**config.mk**
```make
export PLATFORM = sky130hd
export DESIGN_NAME = seg_scan_driver
export DESIGN_NICKNAME = d
export VERILOG_FILES = /design/src/rtl/seg_scan_driver.sv
export SDC_FILE = /design/constraint.sdc
export NUM_CORES = 1
export LEC_CHECK = 0
export CORE_ASPECT_RATIO = 0.5
export CORE_MARGIN = 2
export CORE_UTILIZATION = 62
export CTS_CLUSTER_SIZE = 28
export DETAILED_ROUTE_END_ITERATION = 10
export PLACE_DENSITY = 0.8
export SKIP_CTS_REPAIR_TIMING = 1
export SKIP_LAST_GASP = 1
export SYNTH_ARGS = -nofsm -noshare
export SYNTH_HDL_FRONTEND = slang
export SYNTH_SLANG_ARGS = --single-unit
```
**constraint.sdc**
```tcl
create_clock -name clk -period 5.15 [get_ports clk]
set_clock_uncertainty 0.1 [all_clocks]
set_input_delay 0.515 -clock clk [delete_from_list [all_inputs] [get_ports clk]]
set_output_delay 0.515 -clock clk [all_outputs]
set_load 0.1 [all_outputs]
```
**src/rtl/seg_scan_driver.sv**
```systemverilog
// Eight-digit multiplexed seven-segment scanner with a small write-addressed digit memory.
// Optional anti-ghosting blank at the start of each slot is enabled by defining SCAN_GUARD_EN.
module seg_scan_driver #(
  parameter int PRESCALE = 100000,
  parameter int GUARD    = 16
) (
  input  logic       clk,
  input  logic       reset,
  input  logic       W,
  input  logic [2:0] WADD,
  input  logic [5:0] DIN,
  output logic [7:0] an,
  output logic [6:0] seg,
  output logic       dp,
  output logic       frame_done
);

  localparam int CW = $clog2(PRESCALE);
  localparam logic [CW-1:0] CNT_LAST = CW'(PRESCALE - 1);

  // Elaboration-time rejection of illegal parameter combinations.
  if (PRESCALE < 4 || PRESCALE > (1 << 20)) begin : g_bad_prescale
    $error("seg_scan_driver: PRESCALE out of range");
  end
  if (GUARD < 1 || GUARD > PRESCALE - 2) begin : g_bad_guard
    $error("seg_scan_driver: GUARD out of range");
  end

  logic [CW-1:0] cnt_reg;
  logic [2:0]    idx_reg;
  logic [5:0]    mem_reg [8];
  logic          slot_wrap;
  logic          guard_phase;
  logic [5:0]    cur_word;
  logic [6:0]    hex_seg;
  logic [7:0]    an_reg,  an_next;
  logic [6:0]    seg_reg, seg_next;
  logic          dp_reg,  dp_next;
  logic          fd_reg,  fd_next;

  assign slot_wrap = (cnt_reg == CNT_LAST);

  always_ff @(posedge clk) begin
    if (reset) begin
      cnt_reg <= '0;
      idx_reg <= '0;
    end else if (slot_wrap) begin
      cnt_reg <= '0;
      idx_reg <= idx_reg + 3'd1;
    end else begin
      cnt_reg <= cnt_reg + 1'b1;
    end
  end

  // One register per digit so writes and scanning never contend.
  for (genvar gi = 0; gi < 8; gi++) begin : g_mem
    always_ff @(posedge clk) begin
      if (reset) begin
        mem_reg[gi] <= '0;
      end else if (W && (WADD == 3'(gi))) begin
        mem_reg[gi] <= DIN;
      end
    end
  end

  assign cur_word = mem_reg[idx_reg];

`ifdef SCAN_GUARD_EN
  localparam logic [CW-1:0] GUARD_C = CW'(GUARD);
  assign guard_phase = (cnt_reg < GUARD_C);
`else
  assign guard_phase = 1'b0;
`endif

  // Active-low hex font, bit order {g,f,e,d,c,b,a}.
  always_comb begin
    hex_seg = 7'h7F;
    case (cur_word[4:1])
      4'h0: hex_seg = 7'b1000000;
      4'h1: hex_seg = 7'b1111001;
      4'h2: hex_seg = 7'b0100100;
      4'h3: hex_seg = 7'b0110000;
      4'h4: hex_seg = 7'b0011001;
      4'h5: hex_seg = 7'b0010010;
      4'h6: hex_seg = 7'b0000010;
      4'h7: hex_seg = 7'b1111000;
      4'h8: hex_seg = 7'b0000000;
      4'h9: hex_seg = 7'b0010000;
      4'hA: hex_seg = 7'b0001000;
      4'hB: hex_seg = 7'b0000011;
      4'hC: hex_seg = 7'b1000110;
      4'hD: hex_seg = 7'b0100001;
      4'hE: hex_seg = 7'b0000110;
      4'hF: hex_seg = 7'b0001110;
      default: hex_seg = 7'h7F;
    endcase
  end

  always_comb begin
    an_next  = 8'hFF;
    seg_next = 7'h7F;
    dp_next  = 1'b1;
    fd_next  = slot_wrap && (idx_reg == 3'd7);
    if (!guard_phase && cur_word[5]) begin
      an_next  = ~(8'b1 << idx_reg);
      seg_next = hex_seg;
      dp_next  = cur_word[0];
    end
  end

  always_ff @(posedge clk) begin
    if (reset) begin
      an_reg  <= 8'hFF;
      seg_reg <= 7'h7F;
      dp_reg  <= 1'b1;
      fd_reg  <= 1'b0;
    end else begin
      an_reg  <= an_next;
      seg_reg <= seg_next;
      dp_reg  <= dp_next;
      fd_reg  <= fd_next;
    end
  end

  assign an         = an_reg;
  assign seg        = seg_reg;
  assign dp         = dp_reg;
  assign frame_done = fd_reg;

endmodule
```
==> impl_metrics.toml <==
[critical_path]
r2r_slack_ns = 2.16
path_cells = "mux4_1 > mux2i_1 > inv_1 > ha_1 > inv_1 > nor2_2 > a21oi_1 > o221ai_1"
path_class = "reg2reg"
critPathSlowestCell = "dfxtp_1"
end_kind = "flop"
cp-start-kind = "flop"
worstPathArrival_ns = 3.05
critPathMaxStageDelay_ns = 0.88
reg2regPathDepth = 8
path_max_fanout = 14
reg2reg_to = "seg[6]"
crit_family = "multiplexers"
cp.required_ns = 5.21
cpMostUsedCell = "inv_1"
cp_num_buf_inv = 2

[floorplanning]
std_cell_rows = 20
die_y_um = 60.4
pin_count = 29
core_area_um2 = 6110
dieArea_um2 = 7050
die_x_um = 117
start_util = 0.645

[clock_tree]
h-tree-depth = 3
cts_buffer_depth = 2
cts_root_buf = "clkbuf_16"
clk_pin_slew_ns = 0.07
cts_buffers = 9
cts_tree = "done"
insertion_delay_ns = 0.34
cts_sinks = 88

[detailed_routing]
vias = 2453
drt-total-wl_mm = 7.04
viasPerCell = 5.52
drc_errors = 0
wl_per_cell_um = 15.9
detail-route-antenna-nets = 0
dr.first_iter.drc_count = 153
drt-pass1-iter-count = 4

[sta]
rsz0062_at_grt = "no"
worst-slew-pin-transition_ns = 1.14
period_share = 0.582
report.final.slew_viol_count = 0
fmax_ghz = 0.334
max_slew_margin = 0.234
final-setup-viol-count = 0
setup_ws_ns = 2.16
fin_crit_ns = 2.99
setup_tns_ns = 0
final_hold_viol_count = 0

[global_routing]
grt_antenna_before_repair = 0
grt_pass1_wl_mm = 11.3
track_usage = 0.223
grt_max_degree = 18
grt_pass1_vias = 2421
overflow = 0

[min_path]
whs_endpoint = "an[6]"
hold_path.class = "reg2reg"
worstHoldStart = "idx_reg[2]"
hold-path-cell-count = 1

[power_and_ir_drop]
powerDensity_nw_per_um2 = 338
ir_worst_vdd_mv = 0.218
p_leak_nw = 1.63

[run]
max-cap-violations = 0

[synth]
yosysUniqueCellTypes = 45
ys.flop_type = "edfxtp_1"
ys_warn_count = 0
syn_area_um2 = 3940
synth-edff-count = 48
synth_cells = 322
synth-seq-area-share = 0.569
syn_nets = 347
yosys.area.top_type_share = 0.366
avgSynthCellArea_um2 = 12.2
synthArstFlopShare = 0
ys_ff_latch = 88
synth_top_cell_by_area = "edfxtp_1"
synth_area_leaders = "edfxtp_1 37%, dfxtp_1 20%, and2_1 7.8%"

[final_layout]
fin_nets = 376
largest_register_ffs = 48
synthToLayoutAreaGrowth_pct = 15.6
diodes = 0
drive_gt1_frac = 0.104
fill_cells = 409

[placed_design]
pre_cts_slack_ns = 2.17
place_congestion = 0.810
dp_hpwl_mm = 4.95
io_buffers = 28

[run_status]
status = "finished, final reports clean"
==> power breakdown <==
part           total [mW]  internal [mW]  switching, mW
clock               0.630          0.356          0.274
sequential          0.782          0.772         0.0100
combinational       0.125         0.0417         0.0835
==> worst max path at each step <==
stage,end,slack (ns),cells after the start
floorplan,seg[6],2.85,10
global placement,seg[5],2.31,8
detailed placement,seg[6],2.17,8
CTS,seg[6],2.15,8
global route,seg[5],1.95,8
finish,seg[6],2.16,8
==> cells in the mapped netlist (4+ instances only) <==
| cell | instances |
|---|---|
| nor2_1 | 34 |
| nand2_1 | 15 |
| ha_1 | 13 |
| xor2_1 | 8 |
| nand3_1 | 10 |
| and2_1 | 49 |
| edfxtp_1 | 48 |
| mux2_2 | 4 |
| xnor2_1 | 8 |
| dfxtp_1 | 40 |
| nor3_1 | 6 |
| nand2b_1 | 5 |
| inv_1 | 6 |
| o21bai_1 | 7 |
| buf_2 | 6 |
| mux4_2 | 9 |
| a21oi_1 | 4 |
| mux2i_1 | 6 |
| and3_1 | 6 |
| nand4_1 | 5 |
==> logic make-up (layout without fill, tap and decap cells) <==
| kind of cell | count (synthesis) | in the layout | synth area share |
|---|---|---|---|
| AO/OA/AOI/OAI | 27 | 27 | 0.0505 |
| XOR/XNOR | 16 | 16 | 0.0356 |
| multiplexers | 21 | 21 | 0.0905 |
| adder cells (fa/ha/maj) | 13 | 13 | 0.0413 |
| flip-flops | 88 | 88 | 0.569 |
| buffers and inverters | 17 | 51 | 0.0241 |
| AND/OR/NAND/NOR | 140 | 140 | 0.189 |
==> per-stage QoR <==
stage / total power [mW] / instances / area [um2] / util / hold WS, ns
final: 1.54 / 444 / 4550 / 0.746 / 0.388
after global routing: 1.58 / 444 / 4550 / 0.746 / 0.405
after CTS: 1.54 / 444 / 4550 / 0.746 / 0.388
after detailed placement: 0.922 / 428 / 4260 / 0.698 / 0.374
after floorplan: 0.882 / 322 / 3940 / - / 0.322
after global placement: 0.917 / 428 / 4260 / 0.698 / 0.344
==> layout by cell type (no fill, tap or decap), types with 2 or more instances in the layout <==
master and n:
a211oi_1 2, a21oi_1 4, and2_1 49, and3_1 6, clkbuf_16 10, clkdlybuf4s50_1 28
clkinv_2 2, clkinv_4 2, dfxtp_1 40, edfxtp_1 48, ha_1 13, inv_1 6
mux2_2 4, mux2i_1 6, mux4_2 9, nand2_1 15, nand2b_1 5, nand3_1 10
nand4_1 5, nor2_1 34, nor2b_1 2, nor3_1 6, o21ai_0 3, o21bai_1 7
o221ai_1 3, or2_2 2, xnor2_1 8, xor2_1 8
==> per-layer routing <==
layer	global-route usage	wire, um	vias to the layer above
li1	-	-	1196
met1	0.274	3130	1162
met2	0.363	3340	79
met3	0.0789	427	16
met4	0.104	144	0
met5	0	0	-
==> final cells by class <==
type,instances,area [um2],area share
Tap cell,88,110,0.0242
Clock buffer,10,250,0.0550
Clock inverter,6,41.3,0.00907
Timing Repair Buffer,28,280,0.0616
Multi-Input combinational cell,217,1600,0.352
Inverter,7,26.3,0.00577
Sequential cell,88,2240,0.492
Note: power is estimated with default switching activity, not from simulation.
